`src/rtl/cover_pkg.sv`:
```
// Shared types for the toggle-coverage collector: global index type and
// output-slot state encoding.
package cover_pkg;

  localparam int COVER_IDX_W = 64;

  typedef logic [COVER_IDX_W-1:0] cover_idx_t;

  typedef enum logic {
    SLOT_EMPTY = 1'b0,
    SLOT_FULL  = 1'b1
  } slot_state_t;

endpackage

```
`src/rtl/cover_prio_enc.sv`:
```
// Lowest-set-bit priority encoder used to pick the next pending cover point.
module cover_prio_enc #(
  parameter  int WIDTH = 8,
  localparam int IDX_W = (WIDTH > 1) ? $clog2(WIDTH) : 1
) (
  input  logic [WIDTH-1:0] vector,
  output logic             found,
  output logic [IDX_W-1:0] index
);

  always_comb begin
    found = |vector;
    index = '0;
    // Scan downward so the last match written is the lowest set bit.
    for (int i = WIDTH - 1; i >= 0; i--) begin
      if (vector[i]) index = IDX_W'(i);
    end
  end

endmodule

```
`src/rtl/toggle_cover_collector.sv`:
```
// Sticky toggle-coverage collector: latches first hits per point and streams
// each newly covered point once, lowest index first, over a valid/ready port.
module toggle_cover_collector
  import cover_pkg::*;
#(
  parameter int         WIDTH       = 62,
  parameter cover_idx_t COVER_INDEX = '0,
  parameter int         CNT_W       = $clog2(WIDTH + 1)
) (
  input  logic             clock,
  input  logic             reset,
  input  logic [WIDTH-1:0] valid,
  input  logic             enable,
  input  logic             clear,
  output logic             out_valid,
  input  logic             out_ready,
  output cover_idx_t       out_index,
  output logic [WIDTH-1:0] covered,
  output logic [CNT_W-1:0] covered_count,
  output logic             all_covered
);

  localparam int IDX_W = (WIDTH > 1) ? $clog2(WIDTH) : 1;

  slot_state_t      r_state;
  slot_state_t      w_state_nxt;
  logic [WIDTH-1:0] r_covered;
  logic [WIDTH-1:0] r_pending;
  logic [CNT_W-1:0] r_count;
  cover_idx_t       r_out_index;

  logic             w_clr;
  logic [WIDTH-1:0] w_new;
  logic [WIDTH-1:0] w_take;
  logic [CNT_W-1:0] w_new_cnt;
  logic             w_load;
  logic             w_found;
  logic [IDX_W-1:0] w_idx;

  // Pairwise reduction gives a log-depth adder tree rather than a long chain.
  function automatic logic [CNT_W-1:0] popcount(input logic [WIDTH-1:0] v);
    logic [CNT_W-1:0] s [WIDTH];
    for (int i = 0; i < WIDTH; i++) s[i] = CNT_W'(v[i]);
    for (int step = 1; step < WIDTH; step = step * 2) begin
      for (int i = 0; i + step < WIDTH; i = i + 2 * step) begin
        s[i] = s[i] + s[i + step];
      end
    end
    return s[0];
  endfunction

  cover_prio_enc #(.WIDTH(WIDTH)) u_prio (
    .vector (r_pending),
    .found  (w_found),
    .index  (w_idx)
  );

  always_comb begin
    w_clr       = reset | clear;
    w_new       = (enable && !w_clr) ? (valid & ~r_covered) : '0;
    w_new_cnt   = popcount(w_new);
    w_load      = (r_state == SLOT_EMPTY) || out_ready;
    w_take      = '0;
    w_state_nxt = r_state;
    if (w_load) begin
      if (w_found) begin
        w_state_nxt = SLOT_FULL;
        w_take      = WIDTH'(1) << w_idx;
      end else begin
        w_state_nxt = SLOT_EMPTY;
      end
    end
    // An in-flight index is dropped on clear even if the handshake fires.
    if (w_clr) w_state_nxt = SLOT_EMPTY;
  end

  always_ff @(posedge clock) begin
    if (reset) r_state <= SLOT_EMPTY;
    else       r_state <= w_state_nxt;
  end

  always_ff @(posedge clock) begin
    if (w_clr) begin
      r_covered   <= '0;
      r_pending   <= '0;
      r_count     <= '0;
      r_out_index <= '0;
    end else begin
      r_covered <= r_covered | w_new;
      r_pending <= (r_pending & ~w_take) | w_new;
      r_count   <= r_count + w_new_cnt;
      if (w_load && w_found) r_out_index <= COVER_INDEX + cover_idx_t'(w_idx);
    end
  end

  assign out_valid     = (r_state == SLOT_FULL);
  assign out_index     = r_out_index;
  assign covered       = r_covered;
  assign covered_count = r_count;
  assign all_covered   = (r_count == CNT_W'(WIDTH));

endmodule

```
`config.mk`:
```
export PLATFORM = sky130hd
export DESIGN_NAME = toggle_cover_collector
export DESIGN_NICKNAME = d
export VERILOG_FILES = /design/src/rtl/cover_pkg.sv /design/src/rtl/cover_prio_enc.sv /design/src/rtl/toggle_cover_collector.sv
export SDC_FILE = /design/constraint.sdc
export NUM_CORES = 1
export LEC_CHECK = 0
export CAP_MARGIN = 30
export CORE_ASPECT_RATIO = 0.5
export CORE_MARGIN = 3
export CORE_UTILIZATION = 40
export DETAILED_ROUTE_END_ITERATION = 8
export PLACE_DENSITY = 0.73
export SLEW_MARGIN = 0
export SYNTH_ARGS = -nofsm -noshare
export SYNTH_HDL_FRONTEND = slang
export SYNTH_SLANG_ARGS = --single-unit
```
`constraint.sdc`:
```
create_clock -name clock -period 9.59 [get_ports clock]
set_input_delay 1.4385 -clock clock [delete_from_list [all_inputs] [get_ports clock]]
set_output_delay 1.4385 -clock clock [all_outputs]
set_load 0.01 [all_outputs]
```
; Yosys cells after proc, flatten, opt, wreduce, memory -nomap -nowiden
; Index checks and enable logic that the tools add are counted.
[word_totals]
reg_bits = 137
wordCells = 149
[classes]
n_addsub = 62
eq_ne = 1
shifts = 1
n_mux = 66
bitwise_logic = 8
reduce_logical = 6
[ops]
columns = cell, count
row1 = two-way mux 6 bit, 62
row2 = two-way mux 62 bit, 3
row3 = AND 62 bit, 2
row4 = NOT 62 bit, 2
row5 = bitwise OR 62 bit, 2
row6 = adder 1 x 1 -> 2 bit, 31
row7 = OR reduction 62 bit, 1
row8 = "<< shifter 1 x 6 -> 62 bit, first input constant", 1
row9 = adder 2 x 2 -> 3 bit, 15
row10 = adder 3 x 3 -> 4 bit, 7
row11 = adder 4 x 4 -> 5 bit, 4
row12 = adder 5 x 5 -> 6 bit, 2
row13 = adder 6 bit, 2
row14 = "== test 6 bit, second input constant", 1
row15 = adder 3 x 2 -> 4 bit, 1
row16 = logical AND 1 bit, 2
row17 = OR reduction 2 bit, 1
row18 = zero test 1 bit, 1
row19 = logical OR 1 bit, 1
row20 = two-way mux 1 bit, 1
row21 = NOT 1 bit, 1
row22 = bitwise OR 1 bit, 1

; Logic depth before layout (Yosys ltp)
; Gate-level depths: netlist of the first run.
[depth]
word_depth = 68
depth_mapped = 26
mapped_depth_nobuf = 24

; Hierarchy
; From an unflattened synthesis of the first run, not the netlist that was laid out.
[unflattened]
cells_unflattened = 911
area_unflattened_um2 = 7820.0
[modules_own_cells]
columns = mod, n_inst, cells_per_inst, area_each_um2, seq_area_each_um2
row1 = toggle_cover_collector, 1, 773, 7075.5, 2742.6
row2 = cover_prio_enc, 1, 138, 744.5, 0.0

; Least setup slack after synthesis of the first run
; No wires, ideal clock.
[synth_path]
kind = in2reg
start = in clear
end = reg r_count[4], in the netlist covered_count[4]
setup_time_ps = 128
arrival_time_ps = 8063
required_time_ps = 9462
setup_slack_ps = 1399
cell_stages = 26
path_buffers = 2
path_cell_list = nor2_1 nand2_1 clkbuf_1 clkbuf_1 nor3b_1 inv_1 fa_1 inv_1 fa_1 inv_1 fa_1 fa_1 inv_1 fa_1 inv_1 fa_1 fa_1 fa_1 inv_1 fa_1 fa_1 a21oi_1 nor2_1 nor2_1 xor2_1 nor2_1
[synth_via]
elab_chain_cells = 11
[synth_lines]
columns = element, line
row1 = start: declaration, toggle_cover_collector.sv:14  ; input logic clear,
row2 = bitwise OR 1 bit *, toggle_cover_collector.sv:59  ; w_clr = reset | clear;
row3 = zero test 1 bit, toggle_cover_collector.sv:60  ; w_new = (enable && !w_clr) ? (valid & ~r_covered) : '0;
row4 = logical AND 1 bit, toggle_cover_collector.sv:60
row5 = two-way mux 62 bit, toggle_cover_collector.sv:60
row6 = adder 1 x 1 -> 2 bit, toggle_cover_collector.sv:46  ; s[i] = s[i] + s[i + step];
row7 = adder 2 x 2 -> 3 bit, toggle_cover_collector.sv:46
row8 = adder 3 x 3 -> 4 bit or adder 3 x 2 -> 4 bit (tied branches), toggle_cover_collector.sv:46
row9 = adder 4 x 4 -> 5 bit, toggle_cover_collector.sv:46
row10 = adder 5 x 5 -> 6 bit, toggle_cover_collector.sv:46
row11 = adder 6 bit, toggle_cover_collector.sv:46
row12 = adder 6 bit, toggle_cover_collector.sv:91  ; r_count <= r_count + w_new_cnt;
row13 = end signal: assignment, toggle_cover_collector.sv:91
row14 = end: declaration, toggle_cover_collector.sv:29  ; logic [CNT_W-1:0] r_count;
; Mark *: on every way between the ends. The rest lies on a longest branch, timed or not.
; A chain may end at the register's enable or synchronous reset.

; Worst setup path after layout of the first run
; Ends and elaborated chain as after synthesis.

==> results of run 1 <==
## power breakdown
part	switching, mW	total (mW)	internal, mW
Clock	0.272	0.670	0.399
Combinational	0.311	0.546	0.235
Sequential	0.0198	0.611	0.591
Total	0.603	1.83	1.22
## worst reg2reg max path: cells and delay by family (launching register included)
kind / cells / cell delay [ns]
XOR/XNOR: 1 / 0.15
buffers and inverters: 6 / 0.38
adder cells (fa/ha/maj): 10 / 4.87
AND/OR/NAND/NOR: 4 / 0.54
AO/OA/AOI/OAI: 1 / 0.16
flip-flops: 1 / 0.32
## synth_stat cells (all sizes together) (3+ instances only)
master | count | area (sq um)
o311ai | 3 | 26.3
a2111oi | 3 | 32.5
a21oi | 109 | 546
nand3 | 15 | 85.1
o21a | 4 | 30.0
clkbuf | 31 | 116
a221oi | 12 | 136
a311oi | 4 | 35.0
or4 | 13 | 109
a31oi | 4 | 25.0
dfxtp | 137 | 2740
or2 | 5 | 31.3
nor4 | 15 | 130
a21o | 5 | 37.5
nand3b | 26 | 195
xnor2 | 6 | 52.6
nor3 | 17 | 95.1
nor2 | 117 | 442
o21bai | 4 | 30.0
a211oi | 3 | 22.5
and3 | 7 | 43.8
nand2 | 18 | 67.6
a31o | 8 | 70.1
buf | 62 | 455
nor3b | 44 | 330
nor2b | 10 | 62.6
o31ai | 5 | 37.5
fa | 54 | 1080
inv | 84 | 315
o21ai | 40 | 211
and2 | 4 | 25.0
ha | 18 | 225
## logic make-up (layout without fill, tap and decap cells)
kind of cell	count (synthesis)	count (layout)	synth area share, %
AOI/OAI and AO/OA	219	219	17.1
xor gates and xnor gates	8	8	0.868
adders and majority gates	72	72	16.2
buffers and inverters	177	273	11.0
DFF	137	137	34.0
muxes	2	2	0.248
other	1	58	0.0464
and+or+nand+nor	297	297	20.6
## how the worst min path moves through the flow
stage / from / to / slack [ns] / cells past startpoint
2_1_floorplan: r_pending[24] / r_pending[24] / 0.45 / 2
3_3_place_gp: covered[5] / covered[5] / 0.46 / 2
3_5_place_dp: out_index[1] / out_index[1] / 0.47 / 2
4_1_cts: out_index[1] / out_index[1] / 0.48 / 2
5_1_grt: covered[48] / covered[48] / 0.51 / 2
6_report: out_index[1] / out_index[1] / 0.48 / 2
## cell type report
cell class | count | area (sq um)
clock buffers | 19 | 453
clock inverters | 12 | 143
fillers | 1757 | 9430
inverters | 84 | 315
multi-input cells | 656 | 4670
flip-flops and latches | 137 | 2740
well taps | 266 | 333
repair buffers | 158 | 1550
## sequential cells by signal, summed over array words and instances, names as in the netlist
signal         cells
r_pending         62
out_valid          1
out_index          6
covered           62
covered_count      6
## through the flow
stage	setup slack (ns)	area [sq um]	hold WS [ns]
floorplan	1.40	8290	0.451
global route	0.619	10200	0.509
global placement	0.641	9570	0.463
detailed placement	0.607	9600	0.471
CTS	0.940	10200	0.481
finish	0.943	10200	0.475
## layer usage
layer | vias up | routed length (um) | GRT usage, %
li1 | 3327 | - | -
met1 | 3558 | 12000 | 35.6
met2 | 368 | 11200 | 33.9
met3 | 43 | 2660 | 7.80
met4 | 0 | 470 | 6.05
met5 | - | 0 | 0
## placed cells by master, fill, tap and decap left out, types with 5 or more instances in the layout
cell | Yosys | layout
xnor2_1 | 6 | 6
a221oi_1 | 7 | 7
conb_1 | 1 | 58
clkbuf_16 | 0 | 17
nor2b_1 | 10 | 10
nor3_1 | 15 | 15
dfxtp_1 | 137 | 137
nand3_1 | 13 | 13
fa_1 | 54 | 54
a31o_2 | 8 | 8
buf_4 | 58 | 13
nor3b_1 | 44 | 44
o21ai_0 | 37 | 37
clkdlybuf4s50_1 | 0 | 141
and3_1 | 7 | 7
a221oi_2 | 5 | 5
nand2_1 | 18 | 18
nor2_1 | 116 | 115
inv_1 | 84 | 84
or4_1 | 10 | 10
a21oi_1 | 109 | 109
a21o_1 | 5 | 5
nand3b_1 | 26 | 26
nor4_1 | 12 | 12
ha_1 | 18 | 18
o31ai_1 | 5 | 5
==> metrics, run 1 <==
nets@finish about 1200; CP top delay family adder cells; crit start category input pin; part of the Yosys area used for sequential elements about a third; number of post-CTS setup repair buffers 0; RSZ-0062 raised after global routing no; CTS root buf clkbuf_16; Reg2Reg Depth 22; Total Routed Length approximately 26000 um; Worst-Margin Slew between 1 and 1.5 ns; Worst setup EP type register; gr usage total 24.2%; R2R setup slack approximately 3.0 ns; Critical Path RT between 9 and 10 ns; fin cells between 1000 and 1500; Syn Inst Count slightly above 900; slowest cell on the critical path fa_1; Worst Setup Path Type in -> reg; Core Util, Final 52.0%; crit-path max FO 13; R2R Path Start covered[46]; Power Total ~1.8 mW; outcome finished clean; first-pass GRT wire length 40800 um; Hold Violations, Final 0; Clock Latency Late Sink between 0.4 and 0.5 ns; fraction of registers with async set/reset 0%; leakage about 4 nW; worst endpoint data arrival time a little under 9 ns; die width approximately 210 um; Worst Skew 0.0165 ns; Warnings, synthesis 0; worst min path class reg -> reg; max incr delay on CP ~0.56 ns; Slew Limit Headroom between 30% and 40%; cts bufs inserted 17; Core Area approximately 0.02 sq mm; Initial DRC Count between 800 and 900; vias in the first global route about 7000; TritonRoute pass-1 iters 5; Crit path depth 24; Worst Setup SP clear; Final setup viols 0; CTS max path bufs 2; io pins about 200; total number of vias 7296; CTS Hold Bufs 0; clock tree from TritonCTS yes; max-slew violations 0; setup tns final 0 ns; largest net degree at the start of global routing 63; # clock sinks 137; Max-Cap Viols 0; Post-Synthesis Cell Area approximately 0.0081 sq mm; routability-driven placement congestion ratio between 0.9 and 1; grt ovf 0; CTS resizes 0; Die Y 106 um; syn avg cell area 8.85 sq um; Final period util approximately nine tenths; Worst-path clk slew 0.07 ns; H-tree depth 4; row count 36; post-route ant nets 0; I/O Buffers 142; DRC viols 0; area added between synthesis and finish 26.4%; Cell Chain, Critical Path clkdlybuf4s50_1 -> nor2_2 -> nand2_1 -> buf_4 -> nor3b_1 -> inv_1 -> fa_1 -> fa_1 -> inv_1 -> fa_1 -> inv_1 -> fa_1 -> fa_1 -> fa_1 -> fa_1 -> fa_1 -> inv_1 -> fa_1 -> fa_1 -> a21oi_1 -> nor2_1 -> nor2_1 -> xor2_1 -> nor2_1; minimum clock period 8.65 ns; R2R Path End covered_count[4]; WP buf/inv 6; peak supply drop roughly 0.00012 V; fraction of layout cells with a size suffix above 1 between 7 and 8%; antenna violations before repair 0; Initial Util roughly 41%; HPWL Detailed ~20000 um; Most common cell on crit path fa_1; n_diodes 0; Fmax approximately 0.12 GHz; crit path capture covered_count[4]; top_reg_cell synth dfxtp_1; placed cell count roughly 1300; Die ar. around 0.022 sq mm; synth unique cells 66; number of vias per cell about 5.5; Pwr Density ~180 mW/mm^2; Post-synth EDFFs 0; Routed wire per std cell approximately 20 um; Seq cells post-synth ~140
Note: power is estimated with default switching activity, not from simulation.
==> run 2, diff against run 1 <==
--- a/config.mk
+++ b/config.mk
@@ -10,8 +10,9 @@
 export CORE_MARGIN = 3
 export CORE_UTILIZATION = 40
 export DETAILED_ROUTE_END_ITERATION = 8
-export PLACE_DENSITY = 0.73
+export PLACE_DENSITY = 0.74
 export SLEW_MARGIN = 0
 export SYNTH_ARGS = -nofsm -noshare
 export SYNTH_HDL_FRONTEND = slang
+export SYNTH_HIERARCHICAL = 1
 export SYNTH_SLANG_ARGS = --single-unit
==> run 2 against run 1 <==
Sequential share of layout area is 0.99 points higher; clock power is 7.6% higher; power is 2.1% higher; worst hold slack worse by 0.018 ns; combinational power is 1% lower; clock-buffer cell count is 2 lower; die area is 3.0% lower; critical path depth is 3 lower; critical endpoint is now covered_count[5].
==> metrics, run 2 <==
R2R Path Start covered[30]; CTS Hold Bufs 0; minimum clock period ~8.4 ns; TritonRoute pass-1 iters 6; Fmax roughly 0.12 GHz; I/O Buffers about 140; fraction of registers with async set/reset 0%; crit start category input pin; syn avg cell area roughly 8.6 sq um; Post-Synthesis Cell Area around 0.0078 sq mm; Die ar. around 0.021 sq mm; outcome finished clean; gr usage total 23.9%; top_reg_cell synth dfxtp_1; io pins about 200; first-pass GRT wire length between 30000 and 40000 um; total number of vias ~7000; Slew Limit Headroom 25.2%; commonest cells in the synthesized netlist a21oi_1 (140), dfxtp_1 (137), nor2_1 (94); fraction of layout cells with a size suffix above 1 approximately 4.2%; DRC viols 0; most common cell in the netlist a21oi_1; Total Routed Length 25100 um; part of the Yosys area used for sequential elements between 30% and 40%; crit-path max FO 29; proportion of netlist area held by the largest area contributor a little over a third; Clock Latency Late Sink approximately 0.42 ns; row count 35; min-delay src out_index[5]; Hold Violations, Final 0; Critical Path RT slightly below 10 ns; worst endpoint data arrival time 8.76 ns; Worst Skew between 0.007 and 0.008 ns; CP top delay family adder cells; Core Util, Final ~52%; Final setup viols 0; leakage approximately 4.0 nW; Die Y 105 um; Worst Hold Depth 2; routability-driven placement congestion ratio between 0.9 and 1; top area cells in the synthesized netlist dfxtp_1 (35%), fa_1 (14%), a21oi_1 (9.0%); placed cell count about 1300; # clock sinks roughly 140; most frequent cells in the layout clkdlybuf4s50_1 (141), a21oi_1 (140), dfxtp_1 (137); Fillers 1710; die width 204 um; Initial Util 41.6%; CTS max path bufs 2; Cell Chain, Critical Path clkdlybuf4s50_1 -> nor2_4 -> and2_2 -> buf_4 -> nand3b_1 -> fa_1 -> fa_1 -> inv_1 -> fa_1 -> inv_1 -> fa_1 -> fa_1 -> fa_1 -> fa_1 -> inv_1 -> fa_1 -> fa_1 -> a211oi_1 -> o21ai_0 -> a211o_1 -> o21ai_0; Hold EP out_index[5]; Warnings, synthesis 6; Max-Cap Viols 0; CTS resizes 0; Reg2Reg Depth 16; antenna violations before repair 0; Pwr Density approximately 190 mW/mm^2; post-route ant nets 0; Routed wire per std cell about 19 um; Worst Setup Path Type in -> reg; vias in the first global route 7129; H-tree depth 4; grt ovf 0; Seq cells post-synth roughly 140; worst min path class reg -> reg; max-slew violations 0; max incr delay on CP 0.59 ns; Post-synth EDFFs 0; Worst-Margin Slew 1.11 ns; nets@finish between 1000 and 1500; Initial DRC Count about 800; R2R Path End covered_count[5]; Most common cell on crit path fa_1; area added between synthesis and finish 25.9%; number of post-CTS setup repair buffers 0; largest net degree at the start of global routing 85; setup tns final 0 ns; Syn Inst Count about 910; Final period util 87.7%; number of vias per cell 5.36; post-synth top area cell dfxtp_1; peak supply drop between 0.0001 and 0.00015 V; most common cell after layout, fill and taps aside clkdlybuf4s50_1; slowest cell on the critical path and2_2; R2R setup slack between 3 and 4 ns; CTS root buf clkbuf_16; n_diodes 0; cts bufs inserted 17; fin cells approximately 1300; synth unique cells 52; Worst-path clk slew ~0.060 ns; Worst setup EP type register; HPWL Detailed 19400 um; clock tree from TritonCTS yes; WP buf/inv 5; Core Area ~0.019 sq mm; RSZ-0062 raised after global routing no
run 2: cell types whose count changed in the layout (fill, tap and decap cells not counted), moves of 10 or more:
cell / previous run / this run
o21ai_0: 37 / 72
nor2_1: 115 / 94
a21oi_1: 109 / 140
nor3b_1: 44 / 6
or4_1: 10 / 0
nand3b_1: 26 / 60
nand2_1: 18 / 29
run 2: worst register-to-register path, delay by kind of cell, from the launching register on:
kind                       cells  cell delay (ns)
and+or+nand+nor                1             0.58
adders and majority gates      9             4.37
DFF                            1             0.33
buffers and inverters          2             0.15
AOI/OAI and AO/OA              4             0.97
run 2: worst max-delay path by stage:
stage / depth (start not counted) / startpoint / end
6_report: 21 / clear / covered_count[5]
3_3_place_gp: 23 / clear / covered_count[4]
2_1_floorplan: 23 / clear / covered_count[4]
5_1_grt: 21 / clear / covered_count[5]
4_1_cts: 23 / clear / covered_count[4]
3_5_place_dp: 23 / clear / covered_count[4]
run 2: power breakdown:
part           total [mW]  switching, mW  leakage, nW  internal, mW
Clock               0.721          0.280        0.303         0.441
Combinational       0.538          0.316         2.61         0.222
Sequential          0.608         0.0180         1.11         0.590
run 2: stage by stage:
stage                     hold slack (ns)  power (mW)  worst slack (ns)  area [sq um]
after floorplan                     0.467       0.976              2.06          8030
after global placement              0.446        1.13             0.925          9200
after detailed placement            0.450        1.13             0.805          9200
after CTS                           0.458        1.87              1.19          9840
after global routing                0.476        1.96             0.760          9840
final                               0.457        1.87              1.18          9840
run 2: cells by family (layout without fill, tap and decap cells):
logic type,count (synthesis),in the layout,share of synthesized area (%)
AND/OR/NAND/NOR,265,265,18.0
other,1,58,0.0480
adder cells (fa/ha/maj),72,72,16.7
flip-flops,137,137,35.1
AO/OA/AOI/OAI,252,252,17.6
XOR/XNOR,3,3,0.512
buffers and inverters,181,267,12.1
run 2: per-layer routing:
layer  GRT usage [%]  wire length [um]  vias to the layer above
met4            6.67               325                        0
met3            8.25              2840                       37
li1                -                 -                     3247
met1            33.1             11000                     3400
met2            35.5             10900                      355
met5               0                 0                        -
run 2: layout make-up:
class | count | area, sq um | share of cell area [%]
Multi-Input combinational cell | 650 | 4350 | 44.2
Sequential cell | 137 | 2740 | 27.9
Timing Repair Buffer | 147 | 1450 | 14.8
Clock buffer | 17 | 425 | 4.32
Inverter | 88 | 330 | 3.36
Tap cell | 259 | 324 | 3.29
Clock inverter | 15 | 215 | 2.19
